`src/rtl/stage3_finalize_if.sv`:
```
// Stage-3 bus bundle: stage-2 input handshake, key, output handshake and status.
interface stage3_finalize_if #(
  parameter int unsigned DEPTH = 4
) ();

  localparam int unsigned LVL_W = $clog2(DEPTH) + 1;

  logic             in_valid;
  logic             in_ready;
  logic [16:0]      in_data;
  logic [4:0]       key_bits;
  logic             out_valid;
  logic             out_ready;
  logic [15:0]      out_data;
  logic             done;
  logic [LVL_W-1:0] level;

  modport master (
    output in_valid, in_data, key_bits, out_ready,
    input  in_ready, out_valid, out_data, done, level
  );

  modport slave (
    input  in_valid, in_data, key_bits, out_ready,
    output in_ready, out_valid, out_data, done, level
  );

endinterface

```
`src/rtl/stage3_finalize.sv`:
```
// Final crypto stage: key-dependent rotate + carry fold, FIFO buffering,
// valid/ready output and a per-frame done pulse.
module stage3_finalize #(
  parameter int unsigned DEPTH     = 4,
  parameter int unsigned FRAME_LEN = 8
) (
  input  logic              clk,
  input  logic              rst,
  stage3_finalize_if.slave  bus
);

  localparam int unsigned PTR_W = $clog2(DEPTH);
  localparam int unsigned LVL_W = $clog2(DEPTH) + 1;
  localparam int unsigned CNT_W = (FRAME_LEN > 1) ? $clog2(FRAME_LEN) : 1;

  typedef enum logic {
    S_IDLE   = 1'b0,
    S_ACTIVE = 1'b1
  } state_e;

  state_e           state_q;
  logic [CNT_W-1:0] in_cnt_q;
  logic [CNT_W-1:0] out_cnt_q;
  logic [4:0]       key_l_q;

  logic [15:0]      mem_q [DEPTH];
  logic [PTR_W-1:0] wr_ptr_q;
  logic [PTR_W-1:0] rd_ptr_q;
  logic [PTR_W-1:0] rd_ptr_d;
  logic [LVL_W-1:0] level_q;
  logic [LVL_W-1:0] level_d;

  logic             in_ready_q;
  logic             out_valid_q;
  logic [15:0]      out_data_q;
  logic             done_q;

  logic             accept_c;
  logic             pop_c;
  logic [4:0]       key_c;
  logic [31:0]      rot_c;
  logic [15:0]      result_c;
  logic [15:0]      head_c;

  // Handshakes, active key, transform and next FIFO head.
  always_comb begin
    accept_c = bus.in_valid & in_ready_q;
    pop_c    = out_valid_q & bus.out_ready;
    // First word of a frame uses the live key; the rest use the latched copy.
    key_c    = (in_cnt_q == '0) ? bus.key_bits : key_l_q;
    // Upper half of the doubled word shifted left is the rotate-left result.
    rot_c    = {bus.in_data[15:0], bus.in_data[15:0]} << key_c[3:0];
    if (key_c[4]) begin
      result_c = rot_c[31:16] ^ {16{bus.in_data[16]}};
    end else begin
      result_c = rot_c[31:16] + 16'(bus.in_data[16]);
    end
    rd_ptr_d = pop_c ? rd_ptr_q + PTR_W'(1) : rd_ptr_q;
    level_d  = level_q + LVL_W'(accept_c) - LVL_W'(pop_c);
    // A word written into the slot that becomes head is visible right after the edge.
    if (accept_c && (wr_ptr_q == rd_ptr_d)) begin
      head_c = result_c;
    end else begin
      head_c = mem_q[rd_ptr_d];
    end
  end

  // FIFO storage; contents need no reset since level gates visibility.
  always_ff @(posedge clk) begin
    if (accept_c) begin
      mem_q[wr_ptr_q] <= result_c;
    end
  end

  // FIFO pointers, occupancy and registered output port.
  always_ff @(posedge clk or negedge rst) begin
    if (!rst) begin
      wr_ptr_q    <= '0;
      rd_ptr_q    <= '0;
      level_q     <= '0;
      in_ready_q  <= 1'b0;
      out_valid_q <= 1'b0;
      out_data_q  <= '0;
    end else begin
      if (accept_c) begin
        wr_ptr_q <= wr_ptr_q + PTR_W'(1);
      end
      rd_ptr_q    <= rd_ptr_d;
      level_q     <= level_d;
      in_ready_q  <= (level_d != LVL_W'(DEPTH));
      out_valid_q <= (level_d != '0);
      if (level_d != '0) begin
        out_data_q <= head_c;
      end
    end
  end

  // Input frame FSM: counts accepted words and latches the key on word 0.
  always_ff @(posedge clk or negedge rst) begin
    if (!rst) begin
      state_q  <= S_IDLE;
      in_cnt_q <= '0;
      key_l_q  <= '0;
    end else begin
      case (state_q)
        S_IDLE: begin
          if (accept_c) begin
            state_q  <= S_ACTIVE;
            in_cnt_q <= CNT_W'(1);
            key_l_q  <= bus.key_bits;
          end
        end
        S_ACTIVE: begin
          if (accept_c) begin
            if (in_cnt_q == CNT_W'(FRAME_LEN - 1)) begin
              state_q  <= S_IDLE;
              in_cnt_q <= '0;
            end else begin
              in_cnt_q <= in_cnt_q + CNT_W'(1);
            end
          end
        end
        default: begin
          state_q  <= S_IDLE;
          in_cnt_q <= '0;
        end
      endcase
    end
  end

  // Output frame counter and one-cycle done pulse.
  always_ff @(posedge clk or negedge rst) begin
    if (!rst) begin
      out_cnt_q <= '0;
      done_q    <= 1'b0;
    end else begin
      done_q <= 1'b0;
      if (pop_c) begin
        if (out_cnt_q == CNT_W'(FRAME_LEN - 1)) begin
          out_cnt_q <= '0;
          done_q    <= 1'b1;
        end else begin
          out_cnt_q <= out_cnt_q + CNT_W'(1);
        end
      end
    end
  end

  assign bus.in_ready  = in_ready_q;
  assign bus.out_valid = out_valid_q;
  assign bus.out_data  = out_data_q;
  assign bus.done      = done_q;
  assign bus.level     = level_q;

endmodule

```
`src/flat_wrapper.sv`:
```
// flat-port wrapper written by rule: the top's interface ports become plain ports
module stage3_finalize_flat 
#(
  parameter int unsigned DEPTH     = 4,
  parameter int unsigned FRAME_LEN = 8
)
  (clk, rst, bus_in_valid, bus_in_data, bus_key_bits, bus_out_ready, bus_in_ready, bus_out_valid, bus_out_data, bus_done, bus_level);
  stage3_finalize_if #(.DEPTH(DEPTH)) bus_i ();
  input  logic clk;
  input  logic rst;
  input wire logic [$bits(bus_i.in_valid)-1:0] bus_in_valid;
  input wire logic [$bits(bus_i.in_data)-1:0] bus_in_data;
  input wire logic [$bits(bus_i.key_bits)-1:0] bus_key_bits;
  input wire logic [$bits(bus_i.out_ready)-1:0] bus_out_ready;
  output wire logic [$bits(bus_i.in_ready)-1:0] bus_in_ready;
  output wire logic [$bits(bus_i.out_valid)-1:0] bus_out_valid;
  output wire logic [$bits(bus_i.out_data)-1:0] bus_out_data;
  output wire logic [$bits(bus_i.done)-1:0] bus_done;
  output wire logic [$bits(bus_i.level)-1:0] bus_level;
  assign bus_i.in_valid = bus_in_valid;
  assign bus_i.in_data = bus_in_data;
  assign bus_i.key_bits = bus_key_bits;
  assign bus_i.out_ready = bus_out_ready;
  assign bus_in_ready = bus_i.in_ready;
  assign bus_out_valid = bus_i.out_valid;
  assign bus_out_data = bus_i.out_data;
  assign bus_done = bus_i.done;
  assign bus_level = bus_i.level;
  stage3_finalize #(.DEPTH(DEPTH), .FRAME_LEN(FRAME_LEN)) u_core (.clk(clk), .rst(rst), .bus(bus_i));
endmodule
```
`config.mk`:
```
export PLATFORM = sky130hd
export DESIGN_NAME = stage3_finalize_flat
export DESIGN_NICKNAME = d
export VERILOG_FILES = /design/src/rtl/stage3_finalize_if.sv /design/src/rtl/stage3_finalize.sv /design/src/flat_wrapper.sv
export SDC_FILE = /design/constraint.sdc
export NUM_CORES = 1
export LEC_CHECK = 0
export ABC_CLOCK_PERIOD_IN_PS = 10900
export BUFFER_PORTS_ARGS = -buffer_cell sky130_fd_sc_hd__buf_2
export CAP_MARGIN = 20
export CORE_ASPECT_RATIO = 0.6
export CORE_MARGIN = 3
export CORE_UTILIZATION = 45
export CTS_CLUSTER_DIAMETER = 120
export DETAILED_ROUTE_END_ITERATION = 10
export SLEW_MARGIN = 20
export SYNTH_ARGS = -nofsm -noshare
export SYNTH_HDL_FRONTEND = slang
export SYNTH_SLANG_ARGS = --single-unit
```
`constraint.sdc`:
```
create_clock -name clk -period 10.9 [get_ports clk]
set_clock_uncertainty 0.15 [all_clocks]
set_input_delay 1.09 -clock clk [delete_from_list [all_inputs] [get_ports clk]]
set_output_delay 1.09 -clock clk [all_outputs]
set_load 0.05 [all_outputs]
```
==> results by group <==
Run status
  • Status: complete, no violations

GRT
  • First-pass GRT wire length: 24.0 mm
  • Total Routing Usage GR: 20.1%
  • Met3 usage: 5.14%
  • Vias in the first global route: 4,206
  • Initial antenna violation count: 0
  • Largest net degree at the start of global routing: 65
  • GR Util met2: 27.0%
  • GRT busiest layer: met1
  • Grt ovf: 0
  • Met1 usage: 32.8%

Routing
  • Routed Antenna Nets: 0
  • Wirelength, routed: 15.0 mm
  • DR iter-0 viols: 312
  • Residual DRC: 0
  • DR pass1 iterations: 4
  • Drt wl/cell: 21.0 um
  • Via/cell ratio: 6.08
  • Total number of vias: 4,354

Die
  • Core area: 13,100 um^2
  • Die Span Y: 96.7 um
  • Num rows: 32
  • Initial Utilization: 47.0%
  • Die footprint: 15,200 um^2
  • Num ports: 48
  • Die X: 157 um

Yosys
  • Synth top area cells: edfxtp_1 (31%), dfrtp_1 (15%), a211oi_1 (6.3%)
  • Async set or reset register ratio after synthesis: 37.3%
  • Seq/Total Area, Yosys: 46.5%
  • YS warnings: 0
  • Mapped cell area: 6170 um^2
  • Yosys cell types: 63
  • Synthesized instance count: 506
  • Yosys reg bits: 102
  • Syn nets: 546
  • Syn avg cell area: 12.2 um^2
  • Post-synth top flop: edfxtp_1
  • Post-synth top area share: 31.1%
  • Post-synth top area cell: edfxtp_1
  • EDFF count, synth: 64

Clock network
  • Worst skew pair latency: 0.35 ns
  • # resized after CTS: 0
  • CTS hold repair buffers: 0
  • CTS Sinks: 102
  • H-Tree Depth: 3
  • Worst-case clock buffer depth: 2
  • Total CTS buffers: 9
  • TritonCTS clock tree: yes
  • Postcts setup bufs: 0
  • Clk slew on worst S/H paths: 0.08 ns
  • Clock root cell: clkbuf_16

Worst setup path
  • CP startpoint: bus_key_bits[0]
  • Crit path kind: input pin to flop
  • Reg2reg start: u_core.in_cnt_q[0]
  • Endpoint class of the critical path: flop
  • CP startpoint kind: input pin
  • CP required: 10.99 ns
  • Crit path DAT: 5.33 ns
  • Max FO, Critical Path: 64

Min path
  • HP Start: u_core.bus.out_data[1]
  • Hold Path Class: flop to flop

STA
  • Fmax: 191 MHz
  • TNS Setup: 0 ns
  • Final hold violations: 0
  • Fin crit share: 48.1%
  • RSZ-0062 raised after global routing: no
  • Fin crit period: 5.25 ns
  • Max_slew headroom: 30.6%
  • Fin. max-slew vios: 0
  • Final Setup Violations: 0
  • Tightest Pin Transition: 1.04 ns

Placed design
  • PortBufs: 47
  • Post-DP HPWL: 10.8 mm
  • GPL Wtd Cong: 0.910

Cells and area
  • Nets: 581
  • Area grow syn2layout: 10.1%
  • N_diodes: 0
  • Share of layout cells above drive strength 1: 27.1%

Job
  • Maximum capacitance violations: 0
[state kept, by name (all words and copies together) (netlist names)]
| name | flops |
|---|---|
| u_core.bus.done | 1 |
| u_core.bus.in_ready | 1 |
| u_core.in_cnt_q | 3 |
| u_core.bus.level | 3 |
| u_core.state_q | 1 |
| u_core.wr_ptr_q | 2 |
| u_core.key_l_q | 5 |
| u_core.bus.out_valid | 1 |
| u_core.rd_ptr_q | 2 |
| u_core.out_cnt_q | 3 |
| u_core.mem_q | 64 |
| u_core.bus.out_data | 16 |
[through the flow]
step	area (um^2)	hold slack, ns	worst slack [ns]	util (%)	instances
floorplan	6170	0.304	6.55	-	506
global placement	6500	0.321	5.46	49.5	700
detailed placement	6500	0.330	5.32	49.5	700
CTS	6800	0.348	5.68	51.8	716
global route	6800	0.366	5.22	51.8	716
finish	6800	0.343	5.65	51.8	716
[cell usage after synthesis (all sizes together), types with 10 or more instances]
cell type  count
and3          10
mux2i         16
clkbuf        12
a2111oi       17
buf           19
mux2          10
ha            13
inv           31
o21ai         18
edfxtp        64
nor2          21
a21oi         29
nand3         12
dfrtp         38
nand2         30
a211oi        66
mux4          16
[layout by cell type (no fill, tap or decap), types with 9 or more instances in the layout]
cell type / count
clkbuf_16: 9
nor2_1: 20
buf_2: 47
nand2_1: 30
and3_1: 10
inv_1: 31
a211oi_2: 11
edfxtp_1: 64
a21oi_1: 27
mux2_2: 10
a211oi_1: 52
nand3_1: 11
ha_1: 13
mux4_2: 16
dfrtp_1: 38
mux2i_1: 13
o21ai_0: 16
[worst max-delay path: stages]
cell,delay (ns)
buf_2,0.08
and3b_1,0.85
a21o_1,0.14
buf_4,0.47
a211oi_1,0.18
a2111oi_2,0.63
mux2_2,0.30
ha_1,0.13
and2_1,0.16
nand4_1,0.15
a22oi_2,0.33
a21oi_2,0.14
o211a_1,0.32
a221o_1,0.33
[final timing paths]
kind,to,slack [ns],cells past startpoint
max,u_core.bus.out_data[12],5.65,14
max reg2reg,u_core.bus.out_data[12],5.69,15
min,u_core.bus.out_data[1],0.34,2
max in group asynchronous,u_core.bus.out_data[0],9.27,1
min reg2reg,u_core.bus.out_data[1],0.34,2
min in group asynchronous,u_core.in_cnt_q[1],0.73,1
[kinds of logic after synthesis]
| kind of cell | count (synthesis) | share of synthesized area [%] |
|---|---|---|
| AOI/OAI and AO/OA | 158 | 23.0 |
| adders and majority gates | 14 | 2.96 |
| and+or+nand+nor | 111 | 9.67 |
| buffers and inverters | 62 | 4.96 |
| DFF | 102 | 46.5 |
| muxes | 42 | 10.4 |
| xor gates and xnor gates | 17 | 2.41 |
[area by class of cell]
cell class | count | area [um^2]
multi-input cells | 342 | 3000
well taps | 170 | 213
clock buffers | 9 | 225
repair buffers | 55 | 295
flip-flops and latches | 102 | 2870
fillers | 1167 | 6330
inverters | 31 | 116
clock inverters | 7 | 73.8
[per-layer routing]
layer	routed length [um]	vias to the layer above	part of all wire, %
li1	-	2052	-
met1	7820	2184	52
met2	6280	111	42
met3	870	7	5.8
met4	68	0	0.45
met5	0	-	0
Power is not shown: default switching activity piles up to over one toggle a cycle in this logic, so the estimate is an artifact.
